==> src/rtl/dma_write_framer_if.sv <==
// Signal bundle between the result-stream core, the framer and the conv write-DMA.
// The framer sits on the slave modport; the core/DMA side uses master.
interface dma_write_framer_if #(
    parameter int DATA_W = 256,
    parameter int KEEP_W = 32,
    parameter int LEN_W  = 32
);
    logic              start;
    logic [31:0]       cmd_addr;
    logic [LEN_W-1:0]  cmd_len;
    logic [63:0]       dma_cmd;
    logic              dma_cmd_valid;
    logic [DATA_W-1:0] s_data;
    logic              s_valid;
    logic              s_ready;
    logic [DATA_W-1:0] m_tdata;
    logic [KEEP_W-1:0] m_tkeep;
    logic              m_tlast;
    logic              m_tvalid;
    logic              m_tready;
    logic              dma_wr_introut;
    logic              busy;
    logic              done;

    modport master (
        output start, cmd_addr, cmd_len, s_data, s_valid, m_tready, dma_wr_introut,
        input  dma_cmd, dma_cmd_valid, s_ready, m_tdata, m_tkeep, m_tlast, m_tvalid, busy, done
    );

    modport slave (
        input  start, cmd_addr, cmd_len, s_data, s_valid, m_tready, dma_wr_introut,
        output dma_cmd, dma_cmd_valid, s_ready, m_tdata, m_tkeep, m_tlast, m_tvalid, busy, done
    );
endinterface

==> src/rtl/dma_write_framer.sv <==
// Issues one {addr,len} DMA write command and frames the core's result stream
// into exactly ceil(len/32) beats with tkeep/tlast; done after tlast and DMA irq.
module dma_write_framer #(
    parameter int DATA_W = 256,
    parameter int KEEP_W = 32,
    parameter int LEN_W  = 32
) (
    input logic               clk,
    input logic               rst,
    dma_write_framer_if.slave bus
);
    localparam int KB = $clog2(KEEP_W);
    localparam logic [LEN_W:0] ONE = 1;

    typedef enum logic [1:0] {IDLE, CMD, STREAM, WAIT_INT} state_t;
    state_t state;

    logic [31:0]       addr_q;
    logic [LEN_W-1:0]  len_q;
    logic [LEN_W:0]    beats_q, acc_cnt, beats_in;
    logic [DATA_W-1:0] sk_data;
    logic [KEEP_W-1:0] sk_keep, keep_in;
    logic              sk_last, sk_vld, int_seen;
    logic              acc, pop, last_in;
    logic [KB-1:0]     rem;

    // One extra bit so a length near 2^LEN_W cannot wrap the beat count.
    assign beats_in = ({1'b0, bus.cmd_len} + (LEN_W+1)'(KEEP_W - 1)) >> KB;
    assign rem      = len_q[KB-1:0];

    // Skid buffer = output register (head) + one spare entry; full when both hold data.
    assign bus.s_ready = (state == STREAM) && !(bus.m_tvalid && sk_vld) && (acc_cnt < beats_q);
    assign acc     = bus.s_valid && bus.s_ready;
    assign pop     = bus.m_tvalid && bus.m_tready;
    assign last_in = (acc_cnt + ONE == beats_q);
    assign keep_in = (last_in && rem != '0) ? ~({KEEP_W{1'b1}} << rem) : {KEEP_W{1'b1}};

    always_ff @(posedge clk or posedge rst) begin
        if (rst) begin
            state             <= IDLE;
            addr_q            <= '0;
            len_q             <= '0;
            beats_q           <= '0;
            acc_cnt           <= '0;
            int_seen          <= 1'b0;
            sk_data           <= '0;
            sk_keep           <= '0;
            sk_last           <= 1'b0;
            sk_vld            <= 1'b0;
            bus.dma_cmd       <= '0;
            bus.dma_cmd_valid <= 1'b0;
            bus.m_tdata       <= '0;
            bus.m_tkeep       <= '0;
            bus.m_tlast       <= 1'b0;
            bus.m_tvalid      <= 1'b0;
            bus.busy          <= 1'b0;
            bus.done          <= 1'b0;
        end else begin
            bus.done          <= 1'b0;
            bus.dma_cmd_valid <= 1'b0;

            case (state)
                IDLE: if (bus.start) begin
                    if (bus.cmd_len != '0) begin
                        addr_q   <= bus.cmd_addr;
                        len_q    <= bus.cmd_len;
                        beats_q  <= beats_in;
                        acc_cnt  <= '0;
                        int_seen <= 1'b0;
                        bus.busy <= 1'b1;
                        state    <= CMD;
                    end else begin
                        bus.done <= 1'b1;
                    end
                end
                CMD: begin
                    bus.dma_cmd_valid <= 1'b1;
                    bus.dma_cmd       <= {addr_q, 32'(len_q)};
                    if (bus.dma_wr_introut) int_seen <= 1'b1;
                    state <= STREAM;
                end
                STREAM: begin
                    if (pop && bus.m_tlast) begin
                        // An irq that already arrived lets us finish straight from the tlast handshake.
                        if (int_seen || bus.dma_wr_introut) begin
                            bus.done <= 1'b1;
                            bus.busy <= 1'b0;
                            int_seen <= 1'b0;
                            state    <= IDLE;
                        end else begin
                            state <= WAIT_INT;
                        end
                    end else if (bus.dma_wr_introut) begin
                        int_seen <= 1'b1;
                    end
                end
                WAIT_INT: if (bus.dma_wr_introut) begin
                    bus.done <= 1'b1;
                    bus.busy <= 1'b0;
                    state    <= IDLE;
                end
                default: state <= IDLE;
            endcase

            if (acc) acc_cnt <= acc_cnt + ONE;

            // A pop with the spare full cannot coincide with an accept: s_ready is low then.
            if (pop) begin
                if (sk_vld) begin
                    bus.m_tdata <= sk_data;
                    bus.m_tkeep <= sk_keep;
                    bus.m_tlast <= sk_last;
                    sk_vld      <= 1'b0;
                end else if (acc) begin
                    bus.m_tdata <= bus.s_data;
                    bus.m_tkeep <= keep_in;
                    bus.m_tlast <= last_in;
                end else begin
                    bus.m_tvalid <= 1'b0;
                end
            end else if (acc) begin
                if (!bus.m_tvalid) begin
                    bus.m_tdata  <= bus.s_data;
                    bus.m_tkeep  <= keep_in;
                    bus.m_tlast  <= last_in;
                    bus.m_tvalid <= 1'b1;
                end else begin
                    sk_data <= bus.s_data;
                    sk_keep <= keep_in;
                    sk_last <= last_in;
                    sk_vld  <= 1'b1;
                end
            end
        end
    end
endmodule

==> src/flat_wrapper.sv <==
// flat-port wrapper written by rule: the top's interface ports become plain ports
module dma_write_framer_flat 
#(
    parameter int DATA_W = 256,
    parameter int KEEP_W = 32,
    parameter int LEN_W  = 32
)
  (clk, rst, bus_start, bus_cmd_addr, bus_cmd_len, bus_s_data, bus_s_valid, bus_m_tready, bus_dma_wr_introut, bus_dma_cmd, bus_dma_cmd_valid, bus_s_ready, bus_m_tdata, bus_m_tkeep, bus_m_tlast, bus_m_tvalid, bus_busy, bus_done);
  dma_write_framer_if #(.DATA_W(DATA_W), .KEEP_W(KEEP_W), .LEN_W(LEN_W)) bus_i ();
  input logic clk;
  input logic rst;
  input wire logic [$bits(bus_i.start)-1:0] bus_start;
  input wire logic [$bits(bus_i.cmd_addr)-1:0] bus_cmd_addr;
  input wire logic [$bits(bus_i.cmd_len)-1:0] bus_cmd_len;
  input wire logic [$bits(bus_i.s_data)-1:0] bus_s_data;
  input wire logic [$bits(bus_i.s_valid)-1:0] bus_s_valid;
  input wire logic [$bits(bus_i.m_tready)-1:0] bus_m_tready;
  input wire logic [$bits(bus_i.dma_wr_introut)-1:0] bus_dma_wr_introut;
  output wire logic [$bits(bus_i.dma_cmd)-1:0] bus_dma_cmd;
  output wire logic [$bits(bus_i.dma_cmd_valid)-1:0] bus_dma_cmd_valid;
  output wire logic [$bits(bus_i.s_ready)-1:0] bus_s_ready;
  output wire logic [$bits(bus_i.m_tdata)-1:0] bus_m_tdata;
  output wire logic [$bits(bus_i.m_tkeep)-1:0] bus_m_tkeep;
  output wire logic [$bits(bus_i.m_tlast)-1:0] bus_m_tlast;
  output wire logic [$bits(bus_i.m_tvalid)-1:0] bus_m_tvalid;
  output wire logic [$bits(bus_i.busy)-1:0] bus_busy;
  output wire logic [$bits(bus_i.done)-1:0] bus_done;
  assign bus_i.start = bus_start;
  assign bus_i.cmd_addr = bus_cmd_addr;
  assign bus_i.cmd_len = bus_cmd_len;
  assign bus_i.s_data = bus_s_data;
  assign bus_i.s_valid = bus_s_valid;
  assign bus_i.m_tready = bus_m_tready;
  assign bus_i.dma_wr_introut = bus_dma_wr_introut;
  assign bus_dma_cmd = bus_i.dma_cmd;
  assign bus_dma_cmd_valid = bus_i.dma_cmd_valid;
  assign bus_s_ready = bus_i.s_ready;
  assign bus_m_tdata = bus_i.m_tdata;
  assign bus_m_tkeep = bus_i.m_tkeep;
  assign bus_m_tlast = bus_i.m_tlast;
  assign bus_m_tvalid = bus_i.m_tvalid;
  assign bus_busy = bus_i.busy;
  assign bus_done = bus_i.done;
  dma_write_framer #(.DATA_W(DATA_W), .KEEP_W(KEEP_W), .LEN_W(LEN_W)) u_core (.clk(clk), .rst(rst), .bus(bus_i));
endmodule
==> config.mk <==
export PLATFORM = sky130hd
export DESIGN_NAME = dma_write_framer_flat
export DESIGN_NICKNAME = d
export VERILOG_FILES = /design/src/rtl/dma_write_framer_if.sv /design/src/rtl/dma_write_framer.sv /design/src/flat_wrapper.sv
export SDC_FILE = /design/constraint.sdc
export NUM_CORES = 2
export LEC_CHECK = 0
export ABC_AREA = 1
export CAP_MARGIN = 20
export CELL_PAD_IN_SITES_DETAIL_PLACEMENT = 0
export CELL_PAD_IN_SITES_GLOBAL_PLACEMENT = 2
export CORE_MARGIN = 4
export CORE_UTILIZATION = 30
export CTS_CLUSTER_DIAMETER = 200
export DETAILED_ROUTE_END_ITERATION = 6
export PLACE_DENSITY_LB_ADDON = 0.08
export SETUP_SLACK_MARGIN = 0.5
export SLEW_MARGIN = 40
export SYNTH_ARGS = -nofsm -noshare
export SYNTH_HDL_FRONTEND = slang
export SYNTH_SLANG_ARGS = --single-unit
export TNS_END_PERCENT = 20
==> constraint.sdc <==
create_clock -name clk -period 29.6 [get_ports clk]
set_input_delay 5.92 -clock clk [delete_from_list [all_inputs] [get_ports clk]]
set_output_delay 5.92 -clock clk [all_outputs]
set_load 0.01 [all_outputs]
==> flow_summary.toml <==
[outcome]
status = "finished clean"

[synthesis]
yosys.area.top_type = "dfrtp_1"
synth_area_leaders = "dfrtp_1 55%, nand2_1 22%, o21ai_0 8.3%"
synth.avg_cell_area_um2 = 7.73
ys_seq_area_frac = 0.547
ys_ff_latch = 775
syn_nets = 4941
syn_inst = 4582
syn_area_mm2 = 0.0354
synth_warnings = 0
yosysTopAreaCellShare = 0.547
synth_cell_types = 35

[global_route]
use_met1 = 0.270
grt_pass1_wl_um = 192000
grt_overflow_total = 0
grt_pass1_vias = 29800
grt_max_degree = 225
grt_use_total = 0.202
grtUsageMet2 = 0.314
antenna_found_initial = 37
grt-busiest-layer = "met2"
grtUsageMet3 = 0.0649

[place]
dp_hpwl_um = 87600
port_buffers = 683
gp_congestion = 0.809

[setup_path]
max_stage_delay_ns = 0.63
r2r_start = "u_core.acc_cnt[16]"
endpoint = "u_core.bus.m_tdata[139]"
crit_required_ns = 30.19
crit_start = "bus_m_tready"
worstSetupEndpointType = "flop"
r2r_cells = 18
worstPathArrival_ns = 9.81
critical_path_class = "in -> reg"
r2r_end = "u_core.sk_data[80]"
critPathMostFrequentCell = "nand2_1"
reg2reg_slack_ns = 24.68
path_cells = "clkdlybuf4s50_1 > nand2_1 > nor2_4 > buf_12 > buf_16 > buf_6 > buf_6 > buf_6 > nand2_1 > o21ai_0 > nand2_1 > nand2_1"
cp_slowest_cell = "buf_6"
worstPathMaxFanout = 151
critPathLaunchType = "primary input"

[sta]
fmax_ghz = 0.108
setup_viol_count_final = 0
hold_viol_final = 0
fin_tns_setup_ns = 0
worst_slew_pin_slew_ns = 0.780
fin_skew_ns = 0.0133
slew_viol_final = 0
slew_headroom = 0.480
min_period_ns = 9.22
rsz0062_at_grt = "false"
period_share = 0.312

[detailed_routing]
drt_iter0_markers = 2123
vias_per_cell = 4.57
drc_errors = 0
dr.pass1.iters = 5
detail-route-antenna-nets = 0
dr_total_vias = 31000
routedWlPerCell_um = 18.9
wl_um = 128000

[clocking]
ctsResizeCount = 0
htreeDepth = 3
clock-root-buffer = "clkbuf_16"
clkSinkCount = 775
cts_tree = "done"
cts_buffers = 96
cts_hold_buf = 0
clk_pin_slew_ns = 0.05
clkLatencyLatePin_ns = 0.65
cts_setup_buffers = 0
clock_path_buffers = 3

[floorplanning]
num_rows = 125
fp.dieW_um = 352
start_util = 0.304
dieArea_mm2 = 0.124
core_area_mm2 = 0.117
die_h_um = 352
ios = 684

[worst_hold_path]
holdCritPathClass = "reg -> reg"
min_from = "u_core.addr_q[30]"

[power_and_ir_drop]
swShare = 0.354
power_density_mw_per_mm2 = 93.4
p_comb_frac = 0.342
power_leakage_nw = 22.9
vdd_drop_max_mv = 0.0475
switchingPower_w = 0.00155
p_seq_frac = 0.386
p_int_w = 0.00284
clock_power_share = 0.273

[cells_and_area]
areaGrowthSynthToFinish_pct = 32.7
finish.utilization = 0.403
finalNetCount = 5516
drive_above_1_share = 0.0422

[run]
max_cap_viol_count = 0
## metrics by stage
stage	area (um^2)	std cells	hold slack [ns]	power, W	setup slack, ns
after floorplan	35400	4582	0.440	0.00239	1.92
after global placement	43500	6577	0.454	0.00323	19.03
after detailed placement	43700	6580	0.458	0.00324	19.47
after CTS	46900	6752	0.468	0.00448	20.18
after global routing	47000	6760	0.485	0.00472	19.95
final	47000	6775	0.469	0.00439	20.38
## power by group through the flow
| stage | Clock [W] | Sequential [W] | Combinational [W] |
|---|---|---|---|
| global placement | 0 | 0.00171 | 0.00152 |
| CTS | 0.00125 | 0.00170 | 0.00154 |
| detailed placement | 0 | 0.00171 | 0.00153 |
| global route | 0.00129 | 0.00174 | 0.00169 |
| floorplan | 0 | 0.00175 | 0.000644 |
| finish | 0.00120 | 0.00170 | 0.00150 |
## critical path, delay by kind of cell
family / cells / cell delay (ns)
buffers and inverters: 6 / 2.99
AO/OA/AOI/OAI: 1 / 0.10
AND/OR/NAND/NOR: 5 / 0.54
## layout make-up
class,count,area [um^2]
fill,12100,69600
sequential,775,19400
tap,1524,1910
antenna,20,50.0
multi-input combinational,3148,13500
clock inverter,20,250
clock buffer,152,2970
timing repair buffer,719,7330
inverter,417,1590
## worst min path at each step
stage                                   to  slack (ns)  depth (start not counted)
floorplan                u_core.sk_keep[0]        0.44                          1
global placement         u_core.sk_keep[0]        0.45                          1
detailed placement       u_core.addr_q[30]        0.46                          2
CTS                 u_core.bus.dma_cmd[53]        0.47                          2
global route             u_core.sk_keep[0]        0.48                          1
finish                   u_core.addr_q[30]        0.47                          2
## metal layers
metal	vias to the layer above	part of all wire
li1	15500	-
met3	166	0.078
met4	20	0.024
met1	14500	0.45
met2	813	0.45
met5	-	0.0012
## cells in the mapped netlist
cell type,count
or2_2,3
clkbuf_1,163
nand2_2,7
nand4_1,48
and3_1,1
a21oi_1,25
a31oi_1,1
o22ai_1,15
o21ai_0,587
o211ai_1,3
nand3_1,114
nor2_2,3
nand2_1,2054
o21bai_1,1
o21a_1,4
inv_1,410
buf_1,14
buf_6,3
o21ai_1,12
and2_1,1
nor3_1,18
dfrtp_1,775
nor2_4,7
nor3_2,1
a22oi_1,1
inv_2,6
buf_2,62
clkinv_1,1
o221ai_1,11
nor4_2,1
xor2_1,8
ha_1,33
nor2_1,179
nor4_1,9
a32oi_1,1
## layout by cell type, fill, tap and decap left out, types with 11 or more instances in the layout
master,count
nor3_1,18
clkbuf_8,29
o22ai_1,15
buf_6,17
clkdlybuf4s50_1,683
o21ai_1,12
o21ai_0,587
nand3_1,114
nand2_1,2052
diode_2,20
a21oi_1,25
dfrtp_1,775
o221ai_1,11
nor2_1,177
nand4_1,48
clkbuf_16,99
ha_1,32
inv_1,407
clkbuf_1,24
## sequential cells by signal, indices dropped and copies added (netlist names)
signal	cells
u_core.sk_keep	32
u_core.bus.m_tkeep	32
u_core.beats_q	28
u_core.bus.m_tlast	1
u_core.len_q	32
u_core.bus.dma_cmd	64
u_core.acc_cnt	33
u_core.addr_q	32
u_core.bus.dma_cmd_valid	1
u_core.bus.done	1
u_core.bus.m_tdata	256
u_core.int_seen	1
u_core.bus.m_tvalid	1
u_core.bus.busy	1
u_core.state	2
u_core.sk_last	1
u_core.sk_data	256
u_core.sk_vld	1
## cells by family after synthesis
kind of cell / synth area share
xor+xnor: 0.00198
simple gates: 0.271
fa+ha+maj: 0.0117
buf+inv: 0.0726
compound gates: 0.0958
flops: 0.547
Power figures use the tool's default switching activity.
